$ cat src/rtl/grid_slot_operand_join.sv
// Operand staging and join for a grid slot: one FWFT FIFO per input channel,
// optional per-channel constants, and an atomic pop of all masked channels on fire.
module grid_slot_operand_join #(
  parameter int unsigned WIDTH = 32,
  parameter int unsigned N_IN  = 2,
  parameter int unsigned DEPTH = 4,
  parameter int unsigned CW    = $clog2(DEPTH + 1)
) (
  input  logic                    clk,
  input  logic                    rst,
  input  logic [N_IN*WIDTH-1:0]   in_data,
  input  logic [N_IN-1:0]         in_valid,
  output logic [N_IN-1:0]         in_ready,
  input  logic [N_IN-1:0]         cfg_mask,
  input  logic [N_IN*WIDTH-1:0]   cfg_const,
  input  logic                    flush,
  output logic [N_IN*WIDTH-1:0]   op_data,
  output logic                    op_valid,
  input  logic                    op_ack,
  output logic [N_IN*CW-1:0]      occupancy,
  output logic                    overflow_err
);

  localparam int unsigned PW = $clog2(DEPTH);

  logic [WIDTH-1:0]           mem_q [N_IN][DEPTH];
  logic [N_IN-1:0][PW-1:0]    wptr_q, wptr_d;
  logic [N_IN-1:0][PW-1:0]    rptr_q, rptr_d;
  logic [N_IN-1:0][CW-1:0]    cnt_q, cnt_d;
  logic                       overflow_q, overflow_d;
  logic [N_IN-1:0]            push, pop;
  logic                       all_ok, fire;

  // Ready and valid come only from registered counts and the mask.
  always_comb begin
    in_ready  = '0;
    op_data   = '0;
    occupancy = '0;
    all_ok    = 1'b1;
    for (int i = 0; i < N_IN; i++) begin
      in_ready[i] = cfg_mask[i] && (cnt_q[i] < CW'(DEPTH));
      if (cfg_mask[i] && (cnt_q[i] == '0)) all_ok = 1'b0;
      op_data[i*WIDTH +: WIDTH] = cfg_mask[i] ? mem_q[i][rptr_q[i]]
                                              : cfg_const[i*WIDTH +: WIDTH];
      occupancy[i*CW +: CW] = cnt_q[i];
    end
    op_valid = (|cfg_mask) && all_ok;
  end

  assign fire         = op_valid && op_ack;
  assign push         = in_valid & in_ready;
  assign pop          = fire ? cfg_mask : '0;
  assign overflow_err = overflow_q;

  always_comb begin
    wptr_d     = wptr_q;
    rptr_d     = rptr_q;
    cnt_d      = cnt_q;
    overflow_d = overflow_q | (|(in_valid & ~in_ready));
    for (int i = 0; i < N_IN; i++) begin
      wptr_d[i] = wptr_q[i] + PW'(push[i]);
      rptr_d[i] = rptr_q[i] + PW'(pop[i]);
      cnt_d[i]  = cnt_q[i] + CW'(push[i]) - CW'(pop[i]);
    end
    // Flush wins over any same-cycle push, pop or overflow.
    if (flush) begin
      wptr_d     = '0;
      rptr_d     = '0;
      cnt_d      = '0;
      overflow_d = 1'b0;
    end
  end

  always_ff @(posedge clk or negedge rst) begin
    if (!rst) begin
      wptr_q     <= '0;
      rptr_q     <= '0;
      cnt_q      <= '0;
      overflow_q <= 1'b0;
    end else begin
      wptr_q     <= wptr_d;
      rptr_q     <= rptr_d;
      cnt_q      <= cnt_d;
      overflow_q <= overflow_d;
    end
  end

  // Storage is deliberately not reset.
  always_ff @(posedge clk) begin
    for (int i = 0; i < N_IN; i++) begin
      if (push[i] && !flush) mem_q[i][wptr_q[i]] <= in_data[i*WIDTH +: WIDTH];
    end
  end

endmodule

$ cat config.mk
export PLATFORM = sky130hd
export DESIGN_NAME = grid_slot_operand_join
export DESIGN_NICKNAME = d
export VERILOG_FILES = /design/src/rtl/grid_slot_operand_join.sv
export SDC_FILE = /design/constraint.sdc
export NUM_CORES = 1
export LEC_CHECK = 0
export BUFFER_PORTS_ARGS = -buffer_cell sky130_fd_sc_hd__buf_2
export CAP_MARGIN = 20
export CORE_MARGIN = 10
export CORE_UTILIZATION = 45
export DETAILED_ROUTE_END_ITERATION = 16
export GPL_TIMING_DRIVEN = 0
export PLACE_DENSITY = 0.69
export SYNTH_ARGS = -nofsm -noshare
export SYNTH_HDL_FRONTEND = slang
export SYNTH_SLANG_ARGS = --single-unit
$ cat constraint.sdc
create_clock -name clk -period 7.5 [get_ports clk]
set_input_delay 0.75 -clock clk [delete_from_list [all_inputs] [get_ports clk]]
set_output_delay 0.75 -clock clk [all_outputs]
set_load 0.02 [all_outputs]
==> key figures <==
Cells and area
  – Final instance area: 0.0139 sq mm
  – Most common cell after layout, fill and taps aside: edfxtp_1
  – FILL cells: 1955
  – Commonest non-fill, non-tap cells in the layout: edfxtp_1, buf_2, mux2i_1
  – Post-Layout Cell Count: 1239
  – Layout cells sized above 1: 0.371
  – Area grow syn2layout: 22.8%
  – Nets: 1035

Floorplan
  – Die H: 178 um
  – Row count: 57
  – Die Area: 0.0319 sq mm
  – Starting Density: 0.461
  – # IOs: 210
  – Core Region: 0.0245 sq mm
  – Die X: 178 um

Clock network
  – TritonCTS clock tree: built
  – Post-CTS Setup Inserts: 0
  – CTS Root Cell: clkbuf_16
  – Worst-case clock buffer depth: 3
  – CTS clk-pin slew, worst paths: 60 ps
  – H-tree Lvls: 1
  – CTS Hold Bufs: 0
  – Clock sinks: 271
  – Total CTS buffers: 28
  – Clk Latency, worst-skew pair: 530 ps
  – Post-CTS sizing: 0

Routing
  – Vias per Instance: 5.21
  – DRT Pass-1 Iters: 5
  – Wire length per cell: 21.0 um
  – Total Routed Length: 26000 um
  – Drt initial violations: 441
  – Residual DRC count: 0
  – Vias: 6457
  – Final ANT Viol Nets: 0

Yosys
  – Asr flop ratio synth: 0.0554
  – Avg Cell Area, Syn: 17.9 sq um
  – Post-synth EDFFs: 256
  – Sequential fraction of the synthesis area: 0.713
  – Post-Syn Nets: 776
  – Syn Std Cell Area: 0.0113 sq mm
  – Cell variety after synth: 34
  – YS warnings: 0
  – Synth area leaders: edfxtp_1, mux2i_1, nand2b_1
  – Synth top area share: 0.680
  – Dominant cell type by area after synthesis: edfxtp_1
  – Flop and latch count out of synthesis: 271
  – Top FF cell, synth: edfxtp_1
  – Cells after Synth: 630

Setup path
  – CP max FO: 10
  – Crit-path slowest cell: clkbuf_1
  – Worst EP arrival: 1970 ps
  – CP Class: in -> out
  – CP Data Required Time: 6750 ps
  – Max incr delay on CP: 450 ps
  – Crit path cell chain: buf_2, buf_4, clkbuf_1, nand2b_1, o221ai_2, buf_2
  – CP most frequent cell: buf_2
  – Crit end category: output port
  – Startpoint types: primary input

Timing
  – RSZ-0062 raised after global routing: no
  – FMAX: 368 MHz
  – Tmin final: 2720 ps
  – Clk_skew: 9.22 ps
  – Least-Margin Pin Slew: 910 ps
  – Max-slew headroom: 0.393
  – Setup Viol. Count Final: 0
  – Final TNS setup: 0 ps
  – Tcrit/Tclk final: 0.363
  – Final hold violations: 0
  – Max Slew Vio Count: 0

Placed design
  – Routability cong.: 0.757
  – Inst Count DP: 1183
  – DP Area: 0.0130 sq mm
  – Post-DP HPWL: 18200 um
  – I/O Buffers: 209

Global routing
  – Initial antenna violation count: 6
  – Number of global-route vias before repair: 6865
  – Total grt overflow: 0
  – First-pass GRT wire length: 38700 um
  – Total track usage: 0.157
  – Largest net degree at the start of global routing: 33

Pwr
  – VDD IR max: 0.000204 V
  – PD cells: 255 mW/mm^2
  – Lkg Pwr: 0.00491 uW

Status
  – Status: finished clean

Flow run
  – Max_cap viols: 0

Worst hold path
  – Hold WC Path Type: in -> async
-- per-stage QoR --
step | total power, uW | utilization | worst slack (ps) | hold slack, ps
after global placement | 2270 | 0.520 | -371 | 530
final | 3540 | 0.566 | 4780 | 126
after detailed placement | 2290 | 0.530 | 4650 | 549
after floorplan | 2090 | - | 2620 | 454
after global routing | 3680 | 0.566 | 4720 | 130
after CTS | 3580 | 0.565 | 4790 | 121
-- layout make-up --
cell class              count  area, sq um  area share
diodes                      4         10.0    0.000721
plain buffers              36          343      0.0247
clock buffers              36          752      0.0542
clock inverters            16          119     0.00856
inverters                   7         26.3     0.00189
multi-input cells         316         2910       0.210
flip-flops and latches    271         8060       0.581
well taps                 324          405      0.0292
repair buffers            229         1250      0.0903
-- per-layer routing --
| layer | track usage | share of wire |
|---|---|---|
| met2 | 0.261 | 0.49 |
| met5 | 0 | 0.0011 |
| met3 | 0.0408 | 0.076 |
| met4 | 0.0510 | 0.025 |
| met1 | 0.197 | 0.41 |
-- cells in the mapped netlist, types with 7 or more instances --
cell type	count
o221ai_2	23
nand2b_1	67
o221ai_1	41
mux2i_1	128
inv_1	7
dfrtp_1	15
buf_2	9
buf_8	12
edfxtp_1	256
ha_1	8
nor2_1	12
-- state kept, by name, indices dropped and copies added, names as in the netlist --
register	flops
overflow_err	1
rptr_q	4
wptr_q	4
occupancy	6
mem_q	256
-- report_power, final --
group	total (uW)	internal, uW	switching, uW
registers	1730	1700	26.1
logic	520	221	299
clock network	1290	744	550
-- path summary, 6_finish.rpt --
kind | from | endpoint | slack (ps) | cells after the start
setup / recovery | cfg_mask[0] | op_data[6] | 4780 | 6
hold / removal | rst | occupancy[2] | 130 | 1
setup reg to reg | occupancy[2] | occupancy[5] | 5190 | 10
hold reg to reg | overflow_err | overflow_err | 570 | 2
max in group asynchronous | rst | rptr_q[2] | 7100 | 1
min in group clk | in_data[11] | mem_q[0][43] | 430 | 1
-- worst max-delay path: cells and delay by family --
kind	cells	cell delay [ps]
compound gates	1	110
buf+inv	4	910
simple gates	1	200
-- logic make-up after synthesis --
logic type      Yosys count  share of synthesized area
xor+xnor                  8                    0.00620
mux                     128                      0.113
buf+inv                  43                     0.0327
flops                   271                      0.713
fa+ha+maj                10                     0.0124
simple gates            103                     0.0579
compound gates           67                     0.0643
Power figures use the tool's default switching activity.
